===== src/rtl/store_merge_buffer_pkg.sv =====
// Shared store op codes, byte-enable constants and the alignment result record
// used by the store merge buffer and its alignment stage.
package store_merge_buffer_pkg;

    localparam logic [2:0] ST_W      = 3'b000;
    localparam logic [2:0] ST_H      = 3'b001;
    localparam logic [2:0] ST_B      = 3'b010;
    localparam logic [3:0] ST_BE_ALL = 4'b1111;

    typedef struct packed {
        logic [31:0] data;
        logic [3:0]  be;
        logic        misalign;
        logic        legal;
    } align_t;

endpackage


===== src/rtl/store_merge_buffer_align.sv =====
// Combinational store alignment: places sw/sh/sb data on byte lanes, builds byte
// enables and flags misaligned accesses and non-store op codes.
module store_merge_buffer_align
    import store_merge_buffer_pkg::*;
(
    input  logic [1:0]  addr_i,
    input  logic [31:0] wdata_i,
    input  logic [2:0]  op_i,
    output align_t      align_o
);

    always_comb begin
        // NOTE: every field gets a default first so no path through the case infers a latch.
        align_o = '0;
        case (op_i)
            ST_W: begin
                align_o.legal    = 1'b1;
                align_o.misalign = (addr_i != 2'b00);
                align_o.data     = wdata_i;
                align_o.be       = ST_BE_ALL;
            end
            ST_H: begin
                align_o.legal    = 1'b1;
                align_o.misalign = addr_i[0];
                if (addr_i[1]) begin
                    align_o.data = {wdata_i[15:0], 16'h0000};
                    align_o.be   = 4'b1100;
                end else begin
                    align_o.data = {16'h0000, wdata_i[15:0]};
                    align_o.be   = 4'b0011;
                end
            end
            ST_B: begin
                align_o.legal = 1'b1;
                align_o.data  = {24'h000000, wdata_i[7:0]} << {addr_i, 3'b000};
                align_o.be    = 4'b0001 << addr_i;
            end
            default: ;
        endcase
    end

endmodule


===== src/rtl/store_merge_buffer.sv =====
// Store queue between MEM stage and data bus: aligns stores, merges into the
// youngest entry on a word hit, drains in order and forwards bytes to loads.
module store_merge_buffer
    import store_merge_buffer_pkg::*;
#(
    parameter int ADDR_W  = 32,
    parameter int DEPTH   = 4,
    parameter int COMBINE = 1
) (
    input  logic              clk,
    input  logic              reset,
    input  logic              st_valid,
    output logic              st_ready,
    input  logic [ADDR_W-1:0] st_addr,
    input  logic [31:0]       st_wdata,
    input  logic [2:0]        st_op,
    output logic              st_exc,
    output logic              mem_valid,
    input  logic              mem_ready,
    output logic [ADDR_W-1:0] mem_addr,
    output logic [31:0]       mem_wdata,
    output logic [3:0]        mem_byteen,
    input  logic [ADDR_W-1:0] ld_addr,
    output logic [3:0]        ld_fwd_en,
    output logic [31:0]       ld_fwd_data,
    output logic              empty
);

    localparam int PTR_W = $clog2(DEPTH);
    localparam int CNT_W = PTR_W + 1;
    localparam int WA_W  = ADDR_W - 2;
    localparam logic [CNT_W-1:0] FULL = CNT_W'(DEPTH);

    logic [WA_W-1:0]  waddr_q [DEPTH];
    logic [31:0]      data_q  [DEPTH];
    logic [3:0]       be_q    [DEPTH];
    logic [DEPTH-1:0] valid_q;
    logic [PTR_W-1:0] head_q, head_d, tail_q, tail_d, youngest, fwd_idx;
    logic [CNT_W-1:0] count_q, count_d;

    align_t    al;
    logic      accept, pop, merge, push;
    logic [WA_W-1:0] st_word, ld_word;
    logic      ld_addr_unused;

    store_merge_buffer_align u_align (
        .addr_i  (st_addr[1:0]),
        .wdata_i (st_wdata),
        .op_i    (st_op),
        .align_o (al)
    );

    assign st_word        = st_addr[ADDR_W-1:2];
    assign ld_word        = ld_addr[ADDR_W-1:2];
    assign ld_addr_unused = ^ld_addr[1:0];
    assign youngest       = tail_q - PTR_W'(1);

    assign st_ready  = !reset && (count_q != FULL);
    assign st_exc    = st_valid && al.misalign;
    assign mem_valid = (count_q != '0);
    assign empty     = (count_q == '0);
    assign accept    = st_valid && st_ready && al.legal && !al.misalign;
    assign pop       = mem_valid && mem_ready;

    // A youngest entry leaving this cycle cannot absorb the store; it takes a fresh slot.
    assign merge = (COMBINE != 0) && accept && (count_q != '0) &&
                   (waddr_q[youngest] == st_word) && !(pop && count_q == CNT_W'(1));
    assign push  = accept && !merge;

    assign head_d  = head_q + PTR_W'(pop);
    assign tail_d  = tail_q + PTR_W'(push);
    assign count_d = count_q + CNT_W'(push) - CNT_W'(pop);

    assign mem_addr   = {waddr_q[head_q], 2'b00};
    assign mem_wdata  = data_q[head_q];
    assign mem_byteen = be_q[head_q];

    always_ff @(posedge clk) begin
        // NOTE: sequential state uses non-blocking assignments only, so every reader sees pre-edge values.
        if (reset) begin
            head_q  <= '0;
            tail_q  <= '0;
            count_q <= '0;
            valid_q <= '0;
            // NOTE: entry storage is cleared on reset because mem_* must read as zero afterwards.
            for (int i = 0; i < DEPTH; i++) begin
                waddr_q[i] <= '0;
                data_q[i]  <= '0;
                be_q[i]    <= '0;
            end
        end else begin
            head_q  <= head_d;
            tail_q  <= tail_d;
            count_q <= count_d;
            if (pop) valid_q[head_q] <= 1'b0;
            if (push) begin
                valid_q[tail_q] <= 1'b1;
                waddr_q[tail_q] <= st_word;
                data_q[tail_q]  <= al.data;
                be_q[tail_q]    <= al.be;
            end
            if (merge) begin
                for (int b = 0; b < 4; b++)
                    if (al.be[b]) data_q[youngest][8*b +: 8] <= al.data[8*b +: 8];
                be_q[youngest] <= be_q[youngest] | al.be;
            end
        end
    end

    // Scan oldest to youngest so the last matching entry (the youngest) wins each lane.
    always_comb begin
        ld_fwd_en   = '0;
        ld_fwd_data = '0;
        fwd_idx     = '0;
        for (int k = 0; k < DEPTH; k++) begin
            fwd_idx = head_q + PTR_W'(k);
            if (valid_q[fwd_idx] && (waddr_q[fwd_idx] == ld_word)) begin
                for (int b = 0; b < 4; b++) begin
                    if (be_q[fwd_idx][b]) begin
                        ld_fwd_en[b]           = 1'b1;
                        ld_fwd_data[8*b +: 8]  = data_q[fwd_idx][8*b +: 8];
                    end
                end
            end
        end
    end

endmodule


===== config.mk =====
export PLATFORM = sky130hd
export DESIGN_NAME = store_merge_buffer
export DESIGN_NICKNAME = d
export VERILOG_FILES = /design/src/rtl/store_merge_buffer_pkg.sv /design/src/rtl/store_merge_buffer_align.sv /design/src/rtl/store_merge_buffer.sv
export SDC_FILE = /design/constraint.sdc
export NUM_CORES = 1
export LEC_CHECK = 0
export ABC_CLOCK_PERIOD_IN_PS = 9600
export BUFFER_PORTS_ARGS = -buffer_cell sky130_fd_sc_hd__buf_2
export CAP_MARGIN = 20
export CELL_PAD_IN_SITES_DETAIL_PLACEMENT = 0
export CELL_PAD_IN_SITES_GLOBAL_PLACEMENT = 1
export CORE_MARGIN = 2
export CORE_UTILIZATION = 50
export DETAILED_ROUTE_END_ITERATION = 8
export HOLD_SLACK_MARGIN = 0.1
export PLACE_DENSITY_LB_ADDON = 0.1
export SYNTH_ARGS = -nofsm -noshare
export SYNTH_HDL_FRONTEND = slang
export SYNTH_SLANG_ARGS = --single-unit

===== constraint.sdc =====
create_clock -name clk -period 9.6 [get_ports clk]
set_input_delay 1.44 -clock clk [delete_from_list [all_inputs] [get_ports clk]]
set_output_delay 1.44 -clock clk [all_outputs]
set_load 0.01 [all_outputs]

# Word level (Yosys, flattened, before mapping)
# Memories as Yosys holds them, arrays and structs flattened. A register that Yosys moved wholly into a read port is not among the register bits.
# Index checks and enable logic that the tools add are counted.
totals:
  ff_bits: 11
  latch_bits: 0
  ram_bits: 264
  romBits: 0
  in_bits: 103
  elab_cells: 169
  mem_count: 3
memory_table:
  columns: ["memory", "words", "word_bits", "rd", "rd_clocked_by_memory_dff", "wr", "line", "rtl"]
  rows:
  - ["data_q", 4, 32, 4, 1, 4, "store_merge_buffer.sv:35", "logic [31:0] data_q [DEPTH];"]
  - ["waddr_q", 4, 30, 5, 1, 4, "store_merge_buffer.sv:34", "logic [WA_W-1:0] waddr_q [DEPTH];"]
  - ["be_q", 4, 4, 5, 1, 4, "store_merge_buffer.sv:36", "logic [3:0] be_q [DEPTH];"]
op_classes:
  add_sub_neg: 8
  n_mul: 0
  div_mod_pow: 0
  order_cmp: 7
  n_eq_ne: 9
  shift: 2
  muxes: 101
  bitwise_logic: 4
  reduce_logical: 31
op_table:
  columns: ["op", "n"]
  rows:
  - ["two-way mux 32 bit", 6]
  - ["== test 30 bit", 5]
  - ["two-way mux 8 bit", 16]
  - ["one-hot mux 36 bit (3 select lines)", 1]
  - ["OR reduction 32 bit", 2]
  - ["two-way mux 1 bit", 51]
  - ["two-way mux 4 bit", 10]
  - ["two-way mux 36 bit", 1]
  - ["<< shifter 8 x 5 -> 32 bit", 1]
  - ["two-way mux 30 bit", 1]
  - ["OR reduction 30 bit", 1]
  - ["logical AND 1 bit", 17]
  - ["two-way mux 2 bit", 8]
  - ["< comparator 2 x 3 -> 1 bit (second input constant)", 5]
  - ["binary-select mux 1 bit (select 2 bit)", 4]
  - ["OR 4 bit", 2]
  - ["OR reduction 4 bit", 2]
  - ["== test 3 x 1 -> 1 bit (second input constant)", 2]
  - ["logical NOT 3 bit", 2]
  - ["adder 2 x 1 -> 2 bit", 2]
  - ["adder 2 bit (second input constant)", 2]
  - ["AND 4 bit", 1]
  - ["demux 1 bit (select 2 bit)", 2]
  - [">= comparator 2 x 1 -> 1 bit (second input constant)", 2]
  - ["other kinds (13)", 16]

# Logic depth before layout (Yosys ltp)
logic_depth:
  word_depth: 16
  ltp_mapped: 23
  depth_no_buf: 16

# Hierarchy
# A second synthesis with hierarchy kept.
hier_totals:
  cells_unflattened: 1881
  hier_area_um2: 23044.6
modules_own_cells:
  columns: ["mod", "n_inst", "cells_per_inst", "area_per_inst_um2", "seq_area_each_um2"]
  rows:
  - ["store_merge_buffer", 1, 1809, 22492.8, 8147.8]
  - ["store_merge_buffer_align", 1, 72, 551.8, 0.0]

# Worst setup path before layout
# No wires, ideal clock.
synth_path:
  kind: "flip-flop to output port"
  from: "register head_q[1]"
  to: "output ld_fwd_data[24]"
  arrival_time_ps: 5097
  t_required_ps: 8160
  slack_ps: 3063
  path_stages_with_launch: 22
  cell_sequence: "dfxtp_1 > buf_6 > buf_6 > buf_2 > buf_4 > buf_2 > clkbuf_1 > clkbuf_1 > inv_1 > ha_1 > buf_2 > clkbuf_1 > mux4_2 > nor2b_1 > a2111oi_0 > nand4_1 > nor4b_2 > buf_4 > and2_1 > buf_2 > nand2_1 > a32oi_1"
synth_between:
  elab_chain_cells: 10
  elab_cells_between_ends: 28
  cone_classes: "add/sub: 3; eq/ne: 3; mux: 15; reduce/logical: 4; memory: 3"
synth_lines:
  columns: ["element", "line", "rtl"]
  rows:
  - ["from (decl)", "store_merge_buffer.sv:38", "logic [PTR_W-1:0] head_q, head_d, tail_q, tail_d, youngest, fwd_idx;"]
  - ["from (signal assigned)", "store_merge_buffer.sv:81", "head_q <= '0;"]
  - ["from (signal assigned)", "store_merge_buffer.sv:92", "head_q <= head_d;"]
  - ["parallel branches: the longest is 9 deep, another holds memory read (4 x 30 bit)", null, null]
  - ["two-way mux 32 bit *", "store_merge_buffer.sv:117", "if (valid_q[fwd_idx] && (waddr_q[fwd_idx] == ld_word)) begin"]
  - ["to (decl)", "store_merge_buffer.sv:25", "output logic [31:0] ld_fwd_data,"]
# Mark *: on every way between the ends. The select of a mux whose other input is x is not followed.

# Worst setup path in the final report
layout_path:
  from: "register head_q[0]"
  to: "output ld_fwd_data[9]"
# The elaborated chain is that of the path after synthesis.

==> reports/results.txt <==
Vias in the first global route: 15,790
Clk pwr share: 25.1%
Worst Path Arrival: 6.62 ns
Worst R2R End: count_q[2]
RSZ-0062 raised after global routing: no
Status: finished clean
Clock-pin slew on the worst setup and hold paths: 0.06 ns
Ys flop type: edfxtp_1
Setup CP Type: reg -> out
ANT cells: 0
# nets final: 2,019
Die Span X: 213.8 um
VDD IR max: 0.2052 mV
DRC Markers: 0
Worst r2r path cells: 18
Seq cells post-synth: 275
Clk_lat worst skew: 0.55 ns
Leak: 8.299 nW
Mapped cell area: 22,010 um^2
GPL Wtd Cong: 0.9265
Avg WL per Cell: 28.33 um
Synth unique cells: 79
Ys Warns: 0
Area Overhead vs Synth: 11.25%
Minimum clock period: 8.058 ns
Switching Share: 36.06%
Final slew viol count: 0
CP required: 8.16 ns
Post-Syn Area per Cell: 12.41 um^2
Crit-path cells: inv_4 > ha_4 > buf_4 > mux2i_1 > nor2_1 > a21oi_1 > nor4_1 > o2111ai_4 > nor2_2 > nor2b_1 > a32oi_1 > buf_2
CP Launch Type: register
Worst hold path endpoint: valid_q[0]
Num CTS Buffers: 34
Most frequent cell after synthesis: edfxtp_1
Post_cts resized: 0
Number of flops mapped to enable cells by yosys: 264
Maximum capacitance violations: 0
Hold Crit Start: valid_q[0]
Int Power: 3.303 mW
CTS Hold Bufs: 0
Logic gate share of total power: 46.0%
Core footprint: 43,270 um^2
Die Ht: 213.8 um
Max_slew headroom: 23.31%
Initial antenna violation count: 2
Die area: 45,720 um^2
Global Route Usage Sum: 31.44%
Worst path bufs/invs: 3
Initial Util: 50.87%
Detail Route Antenna Nets: 0
Maximum buffer depth of the clock tree: 3
Cells after synthesis: 1,774
Top cell type's share of synthesized area: 36.02%
Dpl ws: 2.188 ns
Worst r2r src: tail_q[0]
H-tree levels: 2
Biggest cell delay along the critical path: 0.95 ns
Hold crit path type: reg -> reg
Sink Count: 275
Yosys top cell by area: edfxtp_1
Critical path fanouts, max: 57
Max Clk Rate: 124.1 MHz
Hold Path Depth: 1
Critical path's slowest cell: ha_4
Top delay family on crit path: simple AND/OR/NAND/NOR gates
Fin crit share: 83.94%
Final hold violation count: 0
Measured slew at the worst slew-check pin: 1.143 ns
Layout cells sized above 1: 32.24%
NetSw: 1.863 mW
Pin count of the biggest net entering global routing: 131
Sequential power share: 28.9%
Reg-to-reg setup timing slack: 2.33 ns
Top cells by count, synth: edfxtp_1, mux4_2, nor2_1
Detailed Place HPWL: 50,080 um
DR pass1 iterations: 6
Post-CTS setup buffers: 0
DR iter-0 viols: 2,182
Final WL: 71,130 um
Port Buffers: 206
Io pins: 211
Root Buffer Master: clkbuf_16
Final setup violation count: 0
Sequential element share of the synthesized area: 37.02%
Global route overflow: 0
Pwr dens: 211.0 nW/um^2
CP Capture Type: primary output
CTS tree: done
Sum of negative setup slack: 0 ns
Vias: 16,788
Async set or reset register ratio after synthesis: 0%
Rows: 76
Global-route wire length before repair: 104,400 um
Vias per Instance: 6.686
Setup WS post-layout: 1.542 ns
Most area-consuming cells after synthesis: edfxtp_1, mux4_2, xnor2_1, mux2i_1, and2_1
Clock skew: 0.02491 ns
## layout make-up
type	instances	area, um^2
sequential	275	8157
multi-input combinational	1286	12910
inverter	62	235.2
fill	3601	18780
clock buffer	37	883.3
tap	585	732.0
clock inverter	22	219.0
timing repair buffer	244	1349
## per-layer routing
layer | global-route usage (%) | up-vias | wire length [um]
li1 | - | 7159 | -
met1 | 47.45 | 8719 | 30510
met2 | 46.53 | 825 | 31900
met3 | 7.455 | 83 | 7378
met4 | 6.513 | 2 | 1326
met5 | 0 | - | 13
## power by group through the flow
stage / Combinational [mW] / Sequential (mW) / Clock [mW]
2_1_floorplan: 1.91 / 1.44 / 0
3_3_place_gp: 2.34 / 1.51 / 0
3_5_place_dp: 2.35 / 1.52 / 0
4_1_cts: 2.36 / 1.49 / 1.31
5_1_grt: 2.52 / 1.51 / 1.35
6_report: 2.37 / 1.49 / 1.30
## state kept, by name (all words and copies together) (netlist names)
register and flops:
data_q 128, waddr_q 120, be_q 16, valid_q 4
count_q 3, head_q 2, tail_q 2
## metrics by stage
step | cells | utilization, % | power [mW] | hold WS, ns | area (um^2)
2_1_floorplan | 1775 | - | 3.355 | 0.5156 | 22010
5_1_grt | 2511 | 56.60 | 5.380 | 0.6440 | 24490
3_5_place_dp | 2451 | 54.02 | 3.869 | 0.5892 | 23370
4_1_cts | 2510 | 56.57 | 5.164 | 0.6032 | 24480
6_report | 2511 | 56.60 | 5.166 | 0.6048 | 24490
3_3_place_gp | 2450 | 54.00 | 3.851 | 0.5889 | 23360
## how the worst max path moves through the flow
stage | start | end | slack [ns] | cells past startpoint
2_1_floorplan | head_q[1] | ld_fwd_data[24] | 3.06 | 21
3_3_place_gp | head_q[0] | ld_fwd_data[9] | 2.14 | 12
3_5_place_dp | head_q[0] | ld_fwd_data[9] | 2.19 | 12
4_1_cts | head_q[0] | ld_fwd_data[9] | 1.59 | 12
5_1_grt | head_q[0] | ld_fwd_data[9] | 1.05 | 12
6_report | head_q[0] | ld_fwd_data[9] | 1.54 | 12
## cell families (layout without fill, tap and decap cells)
family | Yosys count | count (layout) | share of synthesized area (%)
simple gates | 558 | 558 | 12.99
mux | 357 | 357 | 30.90
flops | 275 | 275 | 37.02
buf+inv | 214 | 365 | 4.758
compound gates | 210 | 210 | 7.737
xor+xnor | 146 | 146 | 5.809
fa+ha+maj | 13 | 13 | 0.7731
other cells | 1 | 2 | 0.01704
## placed cells by master, fill, tap and decap left out, types with 34 or more instances in the layout
cell / netlist / layout
edfxtp_1: 264 / 264
mux4_2: 257 / 257
buf_2: 42 / 206
nor2_1: 143 / 143
nand2_1: 136 / 136
and2_1: 130 / 130
xnor2_1: 117 / 117
mux2i_1: 90 / 90
inv_1: 61 / 61
o22ai_1: 36 / 36
clkbuf_16: 0 / 35
buf_4: 16 / 34
Power figures use the tool's default switching activity.
